`src/rtl/nx1_dpram_arb_pkg.sv`:
```
// nx1_dpram_arb_pkg: shared widths, FSM encoding and index helpers for the port-A arbiter
package nx1_dpram_arb_pkg;
  localparam int NREQ = 3;
  localparam int AW = 10;
  localparam int DW = 16;
  typedef enum logic [1:0] {IDLE, ACC, LAT, CAP} state_t;
  function automatic logic [1:0] oh2idx(input logic [2:0] oh);
    return oh[2] ? 2'd2 : oh[1] ? 2'd1 : 2'd0;
  endfunction
  function automatic logic [1:0] inc3(input logic [1:0] i);
    return i == 2'd2 ? 2'd0 : i + 2'd1;
  endfunction
endpackage

```
`src/rtl/nx1_dpram_arb_if.sv`:
```
// nx1_dpram_arb_if: requester-side bus of the port-A arbiter (three requesters packed side by side)
interface nx1_dpram_arb_if;
  import nx1_dpram_arb_pkg::*;
  logic [NREQ-1:0] req;
  logic [NREQ-1:0] we;
  logic [NREQ*AW-1:0] addr;
  logic [NREQ*DW-1:0] wdata;
  logic [NREQ-1:0] ack;
  logic [DW-1:0] rdata;
  logic [NREQ-1:0] rvalid;
  modport master (output req, we, addr, wdata, input ack, rdata, rvalid);
  modport slave (input req, we, addr, wdata, output ack, rdata, rvalid);
endinterface

```
`src/rtl/nx1_dpram_arb_pick.sv`:
```
// nx1_rr_pick3: combinational 3-way picker, search starts at ptr (or at 0 when fix)
module nx1_rr_pick3
  import nx1_dpram_arb_pkg::*;
(
  input  logic [2:0] req,
  input  logic [1:0] ptr,
  input  logic       fix,
  output logic [2:0] gnt
);
  logic [1:0] i0, i1, i2;
  // first requester found in order i0, i1, i2 wins
  always_comb begin
    i0 = fix ? 2'd0 : ptr;
    i1 = inc3(i0);
    i2 = inc3(i1);
    gnt = req[i0] ? 3'b001 << i0 : req[i1] ? 3'b001 << i1 : req[i2] ? 3'b001 << i2 : 3'b000;
  end
endmodule

```
`src/rtl/nx1_dpram_arb.sv`:
```
// nx1_dpram_arb: three-requester arbiter/sequencer driving port A of the 1Kx16 dual-port RAM
module nx1_dpram_arb
  import nx1_dpram_arb_pkg::*;
#(
  parameter int RAM_LAT  = 1,
  parameter bit PRIO_FIX = 1'b0
) (
  input  logic          clk,
  input  logic          rst_n,
  nx1_dpram_arb_if.slave bus,
  output logic [AW-1:0] ram_a,
  output logic [DW-1:0] ram_di,
  output logic          ram_cs,
  output logic          ram_we,
  input  logic [DW-1:0] ram_do,
  output logic          busy
);
  state_t state, nxt;
  logic [1:0] cnt, ptr, wi;
  logic [2:0] gnt, win;
  logic wr, grant;
  nx1_rr_pick3 u_pick (.req(bus.req), .ptr(ptr), .fix(PRIO_FIX), .gnt(gnt));
  // state register
  always_ff @(posedge clk or negedge rst_n) begin
    if (!rst_n) state <= IDLE;
    else state <= nxt;
  end
  // next state: writes finish after ACC, reads wait RAM_LAT-1 extra cycles before capture
  always_comb begin
    nxt = state == IDLE ? (|bus.req ? ACC : IDLE) :
          state == ACC  ? (wr ? IDLE : RAM_LAT > 1 ? LAT : CAP) :
          state == LAT  ? (cnt == 2'(RAM_LAT - 2) ? CAP : LAT) : IDLE;
  end
  // outputs: grant only from IDLE, winner index for the request mux
  always_comb begin
    grant = state == IDLE && |bus.req;
    wi = oh2idx(gnt);
    busy = state != IDLE;
  end
  // RAM drive registers, one-cycle ack, round-robin pointer and latency counter
  always_ff @(posedge clk or negedge rst_n) begin
    if (!rst_n) begin
      bus.ack <= '0;
      ram_cs <= 1'b0;
      ram_we <= 1'b0;
      ram_a <= '0;
      ram_di <= '0;
      win <= '0;
      wr <= 1'b0;
      ptr <= 2'd0;
      cnt <= 2'd0;
    end else begin
      bus.ack <= grant ? gnt : '0;
      ram_cs <= grant;
      ram_we <= grant && bus.we[wi];
      cnt <= state == LAT ? cnt + 2'd1 : 2'd0;
      if (grant) begin
        ram_a <= bus.addr[wi*AW +: AW];
        ram_di <= bus.wdata[wi*DW +: DW];
        win <= gnt;
        wr <= bus.we[wi];
        ptr <= inc3(wi);
      end
    end
  end
  // read capture and valid pulse back to the winning reader
  always_ff @(posedge clk or negedge rst_n) begin
    if (!rst_n) begin
      bus.rvalid <= '0;
      bus.rdata <= '0;
    end else begin
      bus.rvalid <= state == CAP ? win : '0;
      if (state == CAP) bus.rdata <= ram_do;
    end
  end
endmodule

```
`src/flat_wrapper.sv`:
```
// flat-port wrapper written by rule: the top's interface ports become plain ports
module nx1_dpram_arb_flat import nx1_dpram_arb_pkg::*;
#(
  parameter int RAM_LAT  = 1,
  parameter bit PRIO_FIX = 1'b0
)
  (clk, rst_n, ram_a, ram_di, ram_cs, ram_we, ram_do, busy, bus_req, bus_we, bus_addr, bus_wdata, bus_ack, bus_rdata, bus_rvalid);
  nx1_dpram_arb_if bus_i ();
  input  logic clk;
  input  logic rst_n;
  output logic [AW-1:0] ram_a;
  output logic [DW-1:0] ram_di;
  output logic ram_cs;
  output logic ram_we;
  input  logic [DW-1:0] ram_do;
  output logic busy;
  input wire logic [$bits(bus_i.req)-1:0] bus_req;
  input wire logic [$bits(bus_i.we)-1:0] bus_we;
  input wire logic [$bits(bus_i.addr)-1:0] bus_addr;
  input wire logic [$bits(bus_i.wdata)-1:0] bus_wdata;
  output wire logic [$bits(bus_i.ack)-1:0] bus_ack;
  output wire logic [$bits(bus_i.rdata)-1:0] bus_rdata;
  output wire logic [$bits(bus_i.rvalid)-1:0] bus_rvalid;
  assign bus_i.req = bus_req;
  assign bus_i.we = bus_we;
  assign bus_i.addr = bus_addr;
  assign bus_i.wdata = bus_wdata;
  assign bus_ack = bus_i.ack;
  assign bus_rdata = bus_i.rdata;
  assign bus_rvalid = bus_i.rvalid;
  nx1_dpram_arb #(.RAM_LAT(RAM_LAT), .PRIO_FIX(PRIO_FIX)) u_core (.clk(clk), .rst_n(rst_n), .bus(bus_i), .ram_a(ram_a), .ram_di(ram_di), .ram_cs(ram_cs), .ram_we(ram_we), .ram_do(ram_do), .busy(busy));
endmodule
```
`config.mk`:
```
export PLATFORM = sky130hd
export DESIGN_NAME = nx1_dpram_arb_flat
export DESIGN_NICKNAME = d
export VERILOG_FILES = /design/src/rtl/nx1_dpram_arb_pkg.sv /design/src/rtl/nx1_dpram_arb_if.sv /design/src/rtl/nx1_dpram_arb_pick.sv /design/src/rtl/nx1_dpram_arb.sv /design/src/flat_wrapper.sv
export SDC_FILE = /design/constraint.sdc
export NUM_CORES = 1
export LEC_CHECK = 0
export ABC_AREA = 1
export CORE_MARGIN = 2
export CORE_UTILIZATION = 43
export CTS_CLUSTER_SIZE = 28
export DETAILED_ROUTE_END_ITERATION = 8
export PLACE_DENSITY = 0.85
export REMOVE_ABC_BUFFERS = 1
export SLEW_MARGIN = 20
export SYNTH_ARGS = -nofsm -noshare
export SYNTH_HDL_FRONTEND = slang
export SYNTH_SLANG_ARGS = --single-unit
```
`constraint.sdc`:
```
create_clock -name clk -period 3.14 [get_ports clk]
set_input_delay 0.628 -clock clk [delete_from_list [all_inputs] [get_ports clk]]
set_output_delay 0.628 -clock clk [all_outputs]
set_load 0.05 [all_outputs]
```
==> flow_metrics.py, run 1 <==
metrics = {
    "run_status": {
        "status": "completed",
    },
    "cts": {
        "cts_setup_buffers": 0,
        "clk_root_buffer_cell": "clkbuf_8",
        "cts_tree": "yes",
        "holdBufCountCts": 0,
        "cts_made_buffers": 9,
        "clkSlewWorstSetupHoldPaths_ps": 70,
        "clock_latency_ps": 330,
        "clock_path_buffers": 2,
        "htree_num_levels": 3,
        "cts-resized-gates": 0,
        "cts_sinks": 60,
    },
    "power_and_ir_drop": {
        "p_int_mw": 2.666,
        "total_power_mw": 5.222,
        "power_frac_comb": 0.600,
        "switching_share": 0.4895,
        "ir_drop_mv": 0.3986,
        "sequentialPowerShare": 0.253,
        "power_density_mw_per_mm2": 1082,
        "power.switching_mw": 2.556,
        "clockPowerShare": 0.148,
        "leakage_nw": 2.334,
    },
    "worst_setup_path": {
        "arrival_ps": 2620,
        "crit_path_max_incr_delay_ps": 640,
        "critPathSlowestCell": "a31oi_4",
        "required_ps": 3350,
        "cp_common_cell": "nand2_1",
        "critical_path_class": "primary input to flop",
        "start_kind": "primary input",
        "cp_max_fo": 19,
        "path_cells": "clkdlybuf4s50_1 -> nand3_2 -> a31oi_4 -> nor2_4 -> nand2_1 -> nand2_1 -> inv_1 -> nand2_1",
        "crit_path_end_kind": "flop",
        "critPathTopFamily": "simple AND/OR/NAND/NOR gates",
        "path_buf_inv": 2,
    },
    "grt": {
        "grt.overflow.total": 0,
        "first_global_vias": 2998,
        "grt_max_degree": 35,
        "grt_pass1_wl_mm": 13.80,
        "grtUsageTotal": 0.2311,
        "antenna_found_initial": 0,
    },
    "yosys": {
        "syn_area_mm2": 0.003019,
        "async_reset_ff_frac": 1.000,
        "yosysMostFrequentCell": "nand2_1",
        "ys.flop_type": "dfrtp_1",
        "synth_edf_count": 0,
        "ys_types": 21,
        "synth_warnings": 0,
        "yosys.area.top_type_share": 0.4973,
        "ys_top_cells_by_area": "dfrtp_1, nand2_1, mux2_2",
        "synth_common_cells": "nand2_1, dfrtp_1, nand3_1",
        "syn_inst": 377,
        "yosys.area.top_type": "dfrtp_1",
        "synth_seq_cells": 60,
        "postSynthAreaPerCell_um2": 8.008,
        "synth-seq-area-share": 0.4973,
    },
    "placed_design": {
        "routabilityCongestion": 0.7841,
        "dpl_worst_slack_ps": 399.9,
        "dp_hpwl_mm": 6.284,
        "port_buffers": 152,
    },
    "sta": {
        "drv_slew": 0,
        "fmax_ghz": 0.4149,
        "rsz0062_at_grt": "no",
        "slew_headroom": 0.4996,
        "fin_crit_ps": 2410,
        "layout_setup_ws_ps": 729.9,
        "finalSetupViolations": 0,
        "finClkSkew_ps": 9.556,
        "period_share": 0.7675,
        "tns_ps": 0,
        "worstMarginPinSlew_ps": 748.8,
        "finalHoldViolations": 0,
    },
    "routing": {
        "viasPerCell": 4.792,
        "routed_wl_mm": 8.414,
        "vias": 3024,
        "drc": 0,
        "drt-wirelength-per-cell_um": 13.33,
        "dr.pass1.iters": 4,
        "wl_met3_um": 581,
        "drt-met1-wl_mm": 3.447,
        "initialDrtViolationCount": 160,
        "wl_met2_mm": 4.293,
        "highest_layer": "met4",
        "antenna_left": 0,
    },
    "floorplan": {
        "initial_core_util": 0.4444,
        "die_area_mm2": 0.007708,
        "coreArea_mm2": 0.006794,
        "die_x_um": 87.80,
        "rows": 30,
        "ios": 153,
        "die_h_um": 87.80,
    },
    "finish": {
        "syn_to_final_growth_pct": 59.93,
        "drive_gt1_frac": 0.1028,
        "diodes": 0,
        "fin_nets": 633,
        "fillerInstances": 562,
        "ff_latch_area_mm2": 0.001501,
        "final_util": 0.7107,
        "multi_input_area_mm2": 0.001326,
    },
    "flow_run": {
        "drv_cap": 0,
    },
    "min_path": {
        "holdCritPathClass": "primary input to asynchronous set/reset pin",
    },
}
## power groups by stage
| stage | Clock (mW) | Combinational, mW | Sequential [mW] |
|---|---|---|---|
| after floorplan | 0 | 1.05 | 2.35 |
| after global placement | 0 | 3.09 | 1.32 |
| after detailed placement | 0 | 3.15 | 1.33 |
| after CTS | 0.789 | 3.16 | 1.32 |
| after global routing | 0.837 | 3.39 | 1.36 |
| final | 0.771 | 3.13 | 1.32 |
## final cells by class
cell class / instances / area share
Multi-Input combinational cell: 275 / 0.2747
Clock buffer: 10 / 0.02850
Tap cell: 96 / 0.02488
Sequential cell: 60 / 0.3110
Timing Repair Buffer: 157 / 0.3218
Clock inverter: 6 / 0.01814
Inverter: 27 / 0.02099
## cell usage in the layout (no fill, tap or decap)
cell | synthesis | final
o2111ai_2 | 1 | 1
bufinv_16 | 0 | 2
clkinv_2 | 0 | 1
buf_4 | 0 | 5
inv_2 | 7 | 7
nand3_2 | 2 | 2
a31oi_4 | 2 | 2
nand3_1 | 26 | 26
o21ai_0 | 5 | 5
nand2_1 | 197 | 197
nor3_2 | 1 | 1
clkbuf_8 | 0 | 10
ha_1 | 1 | 1
mux2_2 | 16 | 16
a21oi_2 | 1 | 1
clkinvlp_4 | 0 | 3
buf_2 | 3 | 1
inv_1 | 20 | 20
clkdlybuf4s50_1 | 0 | 151
o21bai_1 | 1 | 1
nand4_1 | 12 | 12
nor2_1 | 7 | 7
dfrtp_1 | 60 | 60
nor2_4 | 2 | 2
nand2_4 | 1 | 1
## per-stage QoR
stage	cell area [µm²]	hold slack, ps	cells
3_5_place_dp	4603	441.9	615
6_report	4828	232.7	631
4_1_cts	4828	231.5	631
2_1_floorplan	2929	332.4	362
3_3_place_gp	4603	420.2	615
5_1_grt	4828	232.3	631
## registers in the layout, indices dropped and copies added, names as in the netlist
signal	flops
u_core.ram_cs	1
u_core.cnt	2
u_core.state	2
u_core.ptr	2
u_core.bus.rdata	16
u_core.win	3
u_core.ram_di	16
u_core.bus.rvalid	3
u_core.wr	1
u_core.ram_a	10
u_core.ram_we	1
u_core.bus.ack	3
## metal layers
layer | global-route usage | vias up
met4 | 0.08811 | 0
met3 | 0.05467 | 8
met1 | 0.2788 | 1417
met5 | 0 | -
met2 | 0.4001 | 109
li1 | - | 1490
## logic make-up after synthesis
kind of cell    synth area share
mux                      0.05968
buf+inv                  0.06341
flops                     0.4973
fa+ha+maj               0.004144
compound gates           0.03274
simple gates              0.3427
## worst paths after layout
path / slack [ps] / cells after the start / from / to
worst min-delay path: 230 / 1 / rst_n / u_core.bus.rdata[4]$_DFFE_PN0N_
min in group clk: 450 / 1 / u_core.cnt[0]$_DFF_PN0_ / u_core.cnt[0]$_DFF_PN0_
worst max register to register: 1090 / 8 / u_core.ptr[0]$_DFFE_PN0P_ / u_core.ram_a[7]$_DFFE_PN0P_
max in group asynchronous: 2230 / 2 / rst_n / u_core.bus.rdata[3]$_DFFE_PN0N_
worst max-delay path: 730 / 8 / bus_req[2] / u_core.ram_a[7]$_DFFE_PN0P_
worst min register to register: 450 / 1 / u_core.cnt[0]$_DFF_PN0_ / u_core.cnt[0]$_DFF_PN0_
## worst register-to-register path, cell delays in order, from the launching register on
cell and delay [ps]:
dfrtp_1 430, inv_2 120, nand3_2 290, a31oi_4 640
nor2_4 170, nand2_1 110, nand2_1 50, inv_1 60
nand2_1 60
Note: power is estimated with default switching activity, not from simulation.
==> run 2: changes to the inputs <==
CORE_UTILIZATION = 40   (was 43)
PLACE_DENSITY = 0.8   (was 0.85)
clock period = 2.24 ns   (was 3.14 ns; I/O delays follow)
==> run 2 against run 1 <==
Net effect:
- clock skew is 3.6 ps lower
- wire length is 5.3% higher
- clock power is 43% higher
- critical endpoint is now ram_a[6]
- largest cell class unchanged
==> flow_metrics.py, run 2 (synthesis results as in run 1) <==
metrics = {
    "run_status": {
        "status": "completed",
    },
    "grt": {
        "first_global_vias": 3066,
        "grt.overflow.total": 0,
        "grt_pass1_wl_mm": 14.74,
        "grtUsageTotal": 0.2221,
        "grt_use_met3": 0.05259,
        "antenna_found_initial": 0,
        "grt_util_met2": 0.3650,
        "grt-busiest-layer": "met2",
        "grt_max_degree": 35,
        "grt_util_met1": 0.2823,
    },
    "worst_setup_path": {
        "crit_path_end_kind": "primary output",
        "critical_path_class": "flop to primary output",
        "crit_path_max_incr_delay_ps": 840,
        "start_kind": "flop",
        "required_ps": 1790,
        "critPathTopFamily": "buffers and inverters",
        "cp_max_fo": 2,
        "path_cells": "clkdlybuf4s50_1",
        "arrival_ps": 1540,
        "path_buf_inv": 1,
        "r2r_setup_slack_ps": 580,
        "critPathSlowestCell": "clkdlybuf4s50_1",
    },
    "min_path": {
        "holdCritPathClass": "primary input to asynchronous set/reset pin",
    },
    "sta": {
        "period_share": 0.8873,
        "worstMarginPinSlew_ps": 778.6,
        "finClkSkew_ps": 5.974,
        "fmax_ghz": 0.5031,
        "rsz0062_at_grt": "no",
        "finalHoldViolations": 0,
        "slew_headroom": 0.4797,
        "drv_slew": 0,
        "finalSetupViolations": 0,
        "fin_crit_ps": 1988,
        "hold_slack_ps": 145.6,
    },
    "power_and_ir_drop": {
        "power_frac_comb": 0.605,
        "switching_share": 0.4844,
        "clockPowerShare": 0.148,
        "leakage_nw": 2.383,
        "sequentialPowerShare": 0.247,
        "p_int_mw": 3.849,
        "ir_drop_mv": 0.7945,
        "power_density_mw_per_mm2": 1522,
        "power.switching_mw": 3.615,
    },
    "routing": {
        "drc": 0,
        "routed_wl_mm": 8.856,
        "initialDrtViolationCount": 164,
        "viasPerCell": 4.793,
        "vias": 3063,
        "dr.pass1.iters": 4,
        "antenna_left": 0,
        "drt-wirelength-per-cell_um": 13.86,
    },
    "finish": {
        "layout_commonest_cell": "nand2_1",
        "ff_latch_area_mm2": 0.001501,
        "syn_to_final_growth_pct": 62.41,
        "final_cell_mix": "nand2_1, clkdlybuf4s50_1, dfrtp_1",
        "diodes": 0,
        "multi_input_area_mm2": 0.001326,
        "reg_top3": "u_core.bus.rdata x16, u_core.ram_di x16, u_core.ram_a x10",
        "instances_no_fill": 639,
        "finalInstanceArea_mm2": 0.004903,
        "fin_nets": 639,
        "fillerInstances": 587,
        "drive_gt1_frac": 0.1111,
        "final_util": 0.6724,
    },
    "cts": {
        "holdBufCountCts": 0,
        "clock_path_buffers": 2,
        "clk_root_buffer_cell": "clkbuf_8",
        "cts_sinks": 60,
        "cts_made_buffers": 9,
        "cts_tree": "yes",
        "clock_latency_ps": 340,
        "htree_num_levels": 3,
        "clkSlewWorstSetupHoldPaths_ps": 70,
        "cts_setup_buffers": 0,
    },
    "floorplan": {
        "die_x_um": 90.88,
        "rows": 31,
        "ios": 153,
        "initial_core_util": 0.4140,
        "coreArea_mm2": 0.007292,
        "die_h_um": 90.88,
        "die_area_mm2": 0.008259,
    },
    "placed_design": {
        "placed_area_mm2": 0.004677,
        "routabilityCongestion": 0.7839,
        "placed_cells": 624,
        "port_buffers": 152,
        "dp_hpwl_mm": 6.561,
    },
    "flow_run": {
        "drv_cap": 0,
    },
}
-- run 2: path summary, 6_finish.rpt --
check	cells after the start	end	startpoint
max	1	ram_a[6]	u_core.ram_a[6]$_DFFE_PN0P_
min	1	u_core.ram_di[0]$_DFFE_PN0P_	rst_n
max reg2reg	8	u_core.ram_a[9]$_DFFE_PN0P_	u_core.ptr[1]$_DFFE_PN0P_
min reg2reg	1	u_core.cnt[0]$_DFF_PN0_	u_core.cnt[0]$_DFF_PN0_
max in group asynchronous	2	u_core.ram_a[9]$_DFFE_PN0P_	rst_n
min in group clk	1	u_core.cnt[0]$_DFF_PN0_	u_core.cnt[0]$_DFF_PN0_
-- run 2: final cells by class --
cell class	instances	share of cell area
clock buffer	11	0.03088
tap	99	0.02526
inverter	27	0.02067
sequential	60	0.3062
clock inverter	4	0.01480
multi-input combinational	275	0.2705
timing repair buffer	163	0.3317
-- run 2: routing by layer --
layer	up-vias	part of all wire
met5	-	0
met2	127	0.48
met3	14	0.073
met4	0	0.017
li1	1502	-
met1	1420	0.43
-- run 2: through the flow --
stage | setup WS, ps | total power, mW | setup TNS (ps)
after floorplan | -143.0 | 4.759 | -1737
after global placement | 143.3 | 6.291 | 0
after detailed placement | 48.24 | 6.389 | 0
after CTS | 3.433 | 7.508 | 0
after global routing | 224.7 | 7.958 | 0
final | 252.5 | 7.464 | 0
-- run 2: repair_timing --
item / 4_1_cts / 5_1_grt
endpoints found under the setup margin: 0 / 1
endpoints found under the hold margin: 0 / 0
gates resized for setup: 0 / 1
-- run 2: power groups by stage --
stage	Clock (mW)	Sequential (mW)	Combinational, mW
floorplan	0	3.29	1.47
global placement	0	1.84	4.45
detailed placement	0	1.86	4.53
CTS	1.12	1.85	4.54
global route	1.17	1.91	4.88
finish	1.10	1.85	4.52
==> run 3: changes to the inputs <==
CAP_MARGIN = 15   (was not set)
GPL_TIMING_DRIVEN = 0   (was not set)
==> run 3 against run 2 <==
Net effect:
- sequential share of layout area up 0.17 points
- clock skew up 3.3 ps
- design area down 0.56%
- combinational power about the same
- clock power down 15%
- critical endpoint is now u_core.ram_di[13]$_DFFE_PN0P_
==> flow_metrics.py, run 3 (synthesis results as in run 1) <==
metrics = {
    "sta": {
        "rsz0062_at_grt": "no",
        "finalHoldViolations": 0,
        "finalSetupViolations": 0,
        "slew_headroom": 0.2952,
        "hold_slack_ps": 60.52,
        "period_share": 0.9395,
        "drv_slew": 0,
        "finClkSkew_ps": 9.279,
        "worstMarginPinSlew_ps": 1054,
        "fmax_ghz": 0.4752,
        "fin_crit_ps": 2104,
    },
    "worst_setup_path": {
        "required_ps": 2490,
        "r2r_start": "u_core.ptr[0]$_DFFE_PN0P_",
        "arrival_ps": 2360,
        "crit_path_end_kind": "flop",
        "cp-startpoint": "bus_req[2]",
        "critical_path_class": "primary input to flop",
        "path_cells": "clkdlybuf4s50_1 -> inv_1 -> a31oi_2 -> nand2_1 -> nand2_1",
        "critPathTopFamily": "compound AO/OA/AOI/OAI gates",
        "crit_path_max_incr_delay_ps": 890,
        "start_kind": "primary input",
        "path_buf_inv": 2,
        "cp_max_fo": 17,
        "critPathSlowestCell": "a31oi_2",
        "cp_common_cell": "nand2_1",
    },
    "routing": {
        "initialDrtViolationCount": 113,
        "drc": 0,
        "drt-wirelength-per-cell_um": 14.40,
        "routed_wl_mm": 9.130,
        "vias": 3078,
        "viasPerCell": 4.855,
        "antenna_left": 0,
        "dr.pass1.iters": 4,
    },
    "finish": {
        "reg_top3": "u_core.bus.rdata x16, u_core.ram_di x16, u_core.ram_a x10",
        "fin_nets": 634,
        "final_util": 0.6687,
        "drive_gt1_frac": 0.1047,
        "layout_commonest_cell": "nand2_1",
        "diodes": 0,
        "syn_to_final_growth_pct": 61.50,
        "final_cell_mix": "nand2_1, clkdlybuf4s50_1, dfrtp_1",
        "fillerInstances": 639,
    },
    "floorplan": {
        "ios": 153,
        "coreArea_mm2": 0.007292,
        "die_h_um": 90.88,
        "rows": 31,
        "initial_core_util": 0.4140,
        "die_x_um": 90.88,
        "die_area_mm2": 0.008259,
    },
    "cts": {
        "holdBufCountCts": 0,
        "cts_made_buffers": 9,
        "htree_num_levels": 3,
        "cts_sinks": 60,
        "clock_latency_ps": 320,
        "cts_tree": "yes",
        "clkSlewWorstSetupHoldPaths_ps": 70,
        "clk_root_buffer_cell": "clkbuf_8",
        "clock_path_buffers": 2,
    },
    "grt": {
        "grt_use_met3": 0.05259,
        "first_global_vias": 3089,
        "grtUsageTotal": 0.2255,
        "grt_pass1_wl_mm": 14.88,
        "antenna_found_initial": 0,
        "grt_util_met2": 0.3918,
        "grt_max_degree": 32,
        "grt-busiest-layer": "met2",
        "grt.overflow.total": 0,
        "grt_util_met1": 0.2786,
    },
    "placed_design": {
        "routabilityCongestion": 0.7688,
        "port_buffers": 152,
        "dp_hpwl_mm": 6.284,
    },
    "power_and_ir_drop": {
        "ir_drop_mv": 0.7121,
        "leakage_nw": 2.343,
        "power_density_mw_per_mm2": 1502,
    },
    "min_path": {
        "holdCritPathClass": "primary input to asynchronous set/reset pin",
    },
    "flow_run": {
        "drv_cap": 0,
    },
    "run_status": {
        "status": "completed",
    },
}
## run 3: cell count changes in the layout (fill, tap and decap cells not counted), sizes merged
cell | previous run | this run
dlymetal6s2s | 1 | 0
a31oi | 2 | 3
buf | 12 | 6
bufinv | 2 | 1
clkinv | 1 | 3
dlygate4sd2 | 0 | 1
clkbuf | 11 | 10
## run 3: cell type report
| class | count | area (µm²) | share of cell area |
|---|---|---|---|
| Inverter | 27 | 106.4 | 0.02181 |
| Sequential cell | 60 | 1501 | 0.3079 |
| Clock buffer | 10 | 137.6 | 0.02823 |
| Multi-Input combinational cell | 276 | 1374 | 0.2818 |
| Tap cell | 99 | 123.9 | 0.02540 |
| Clock inverter | 5 | 52.55 | 0.01078 |
| Timing Repair Buffer | 157 | 1580 | 0.3241 |
## run 3: per-layer routing
layer,up-vias,part of all wire
met5,-,0
met3,9,0.071
met1,1434,0.43
met4,0,0.014
met2,140,0.49
li1,1495,-
## run 3: worst paths after layout
check / cells after the start / to / slack (ps)
worst max-delay path: 5 / u_core.ram_di[13]$_DFFE_PN0P_ / 140
min in group clk: 1 / u_core.cnt[0]$_DFF_PN0_ / 430
worst min register to register: 1 / u_core.cnt[0]$_DFF_PN0_ / 430
worst min-delay path: 1 / u_core.bus.rdata[10]$_DFFE_PN0N_ / 60
max in group asynchronous: 2 / u_core.ram_a[9]$_DFFE_PN0P_ / 1680
worst max register to register: 10 / u_core.ram_di[9]$_DFFE_PN0P_ / 400
## run 3: power by group
group          leakage [nW]  total, mW  switching [mW]  internal [mW]
registers             0.743       1.85           0.265           1.59
clock network        0.0979      0.933           0.401          0.532
logic                  1.50       4.53            2.99           1.55
total                  2.34       7.32            3.66           3.67
## run 3: repair_timing
item	in CTS	in global routing
cloned	1	0
hold endpoints to repair	0	0
setup endpoints to repair	35	19
buffers inserted	4	0
gates resized for setup	6	2
pin swaps	3	0
## run 3: stage by stage
step	cell area, µm²	setup WS, ps	setup TNS [ps]	instances	total power [mW]
finish	4876	135.6	0	634	7.323
CTS	4860	8.278	0	634	7.348
floorplan	2929	-143.0	-1737	362	4.759
detailed placement	4592	-1149	-35980	614	6.269
global placement	4574	-1153	-103260	613	6.178
global route	4876	4.716	0	634	7.804
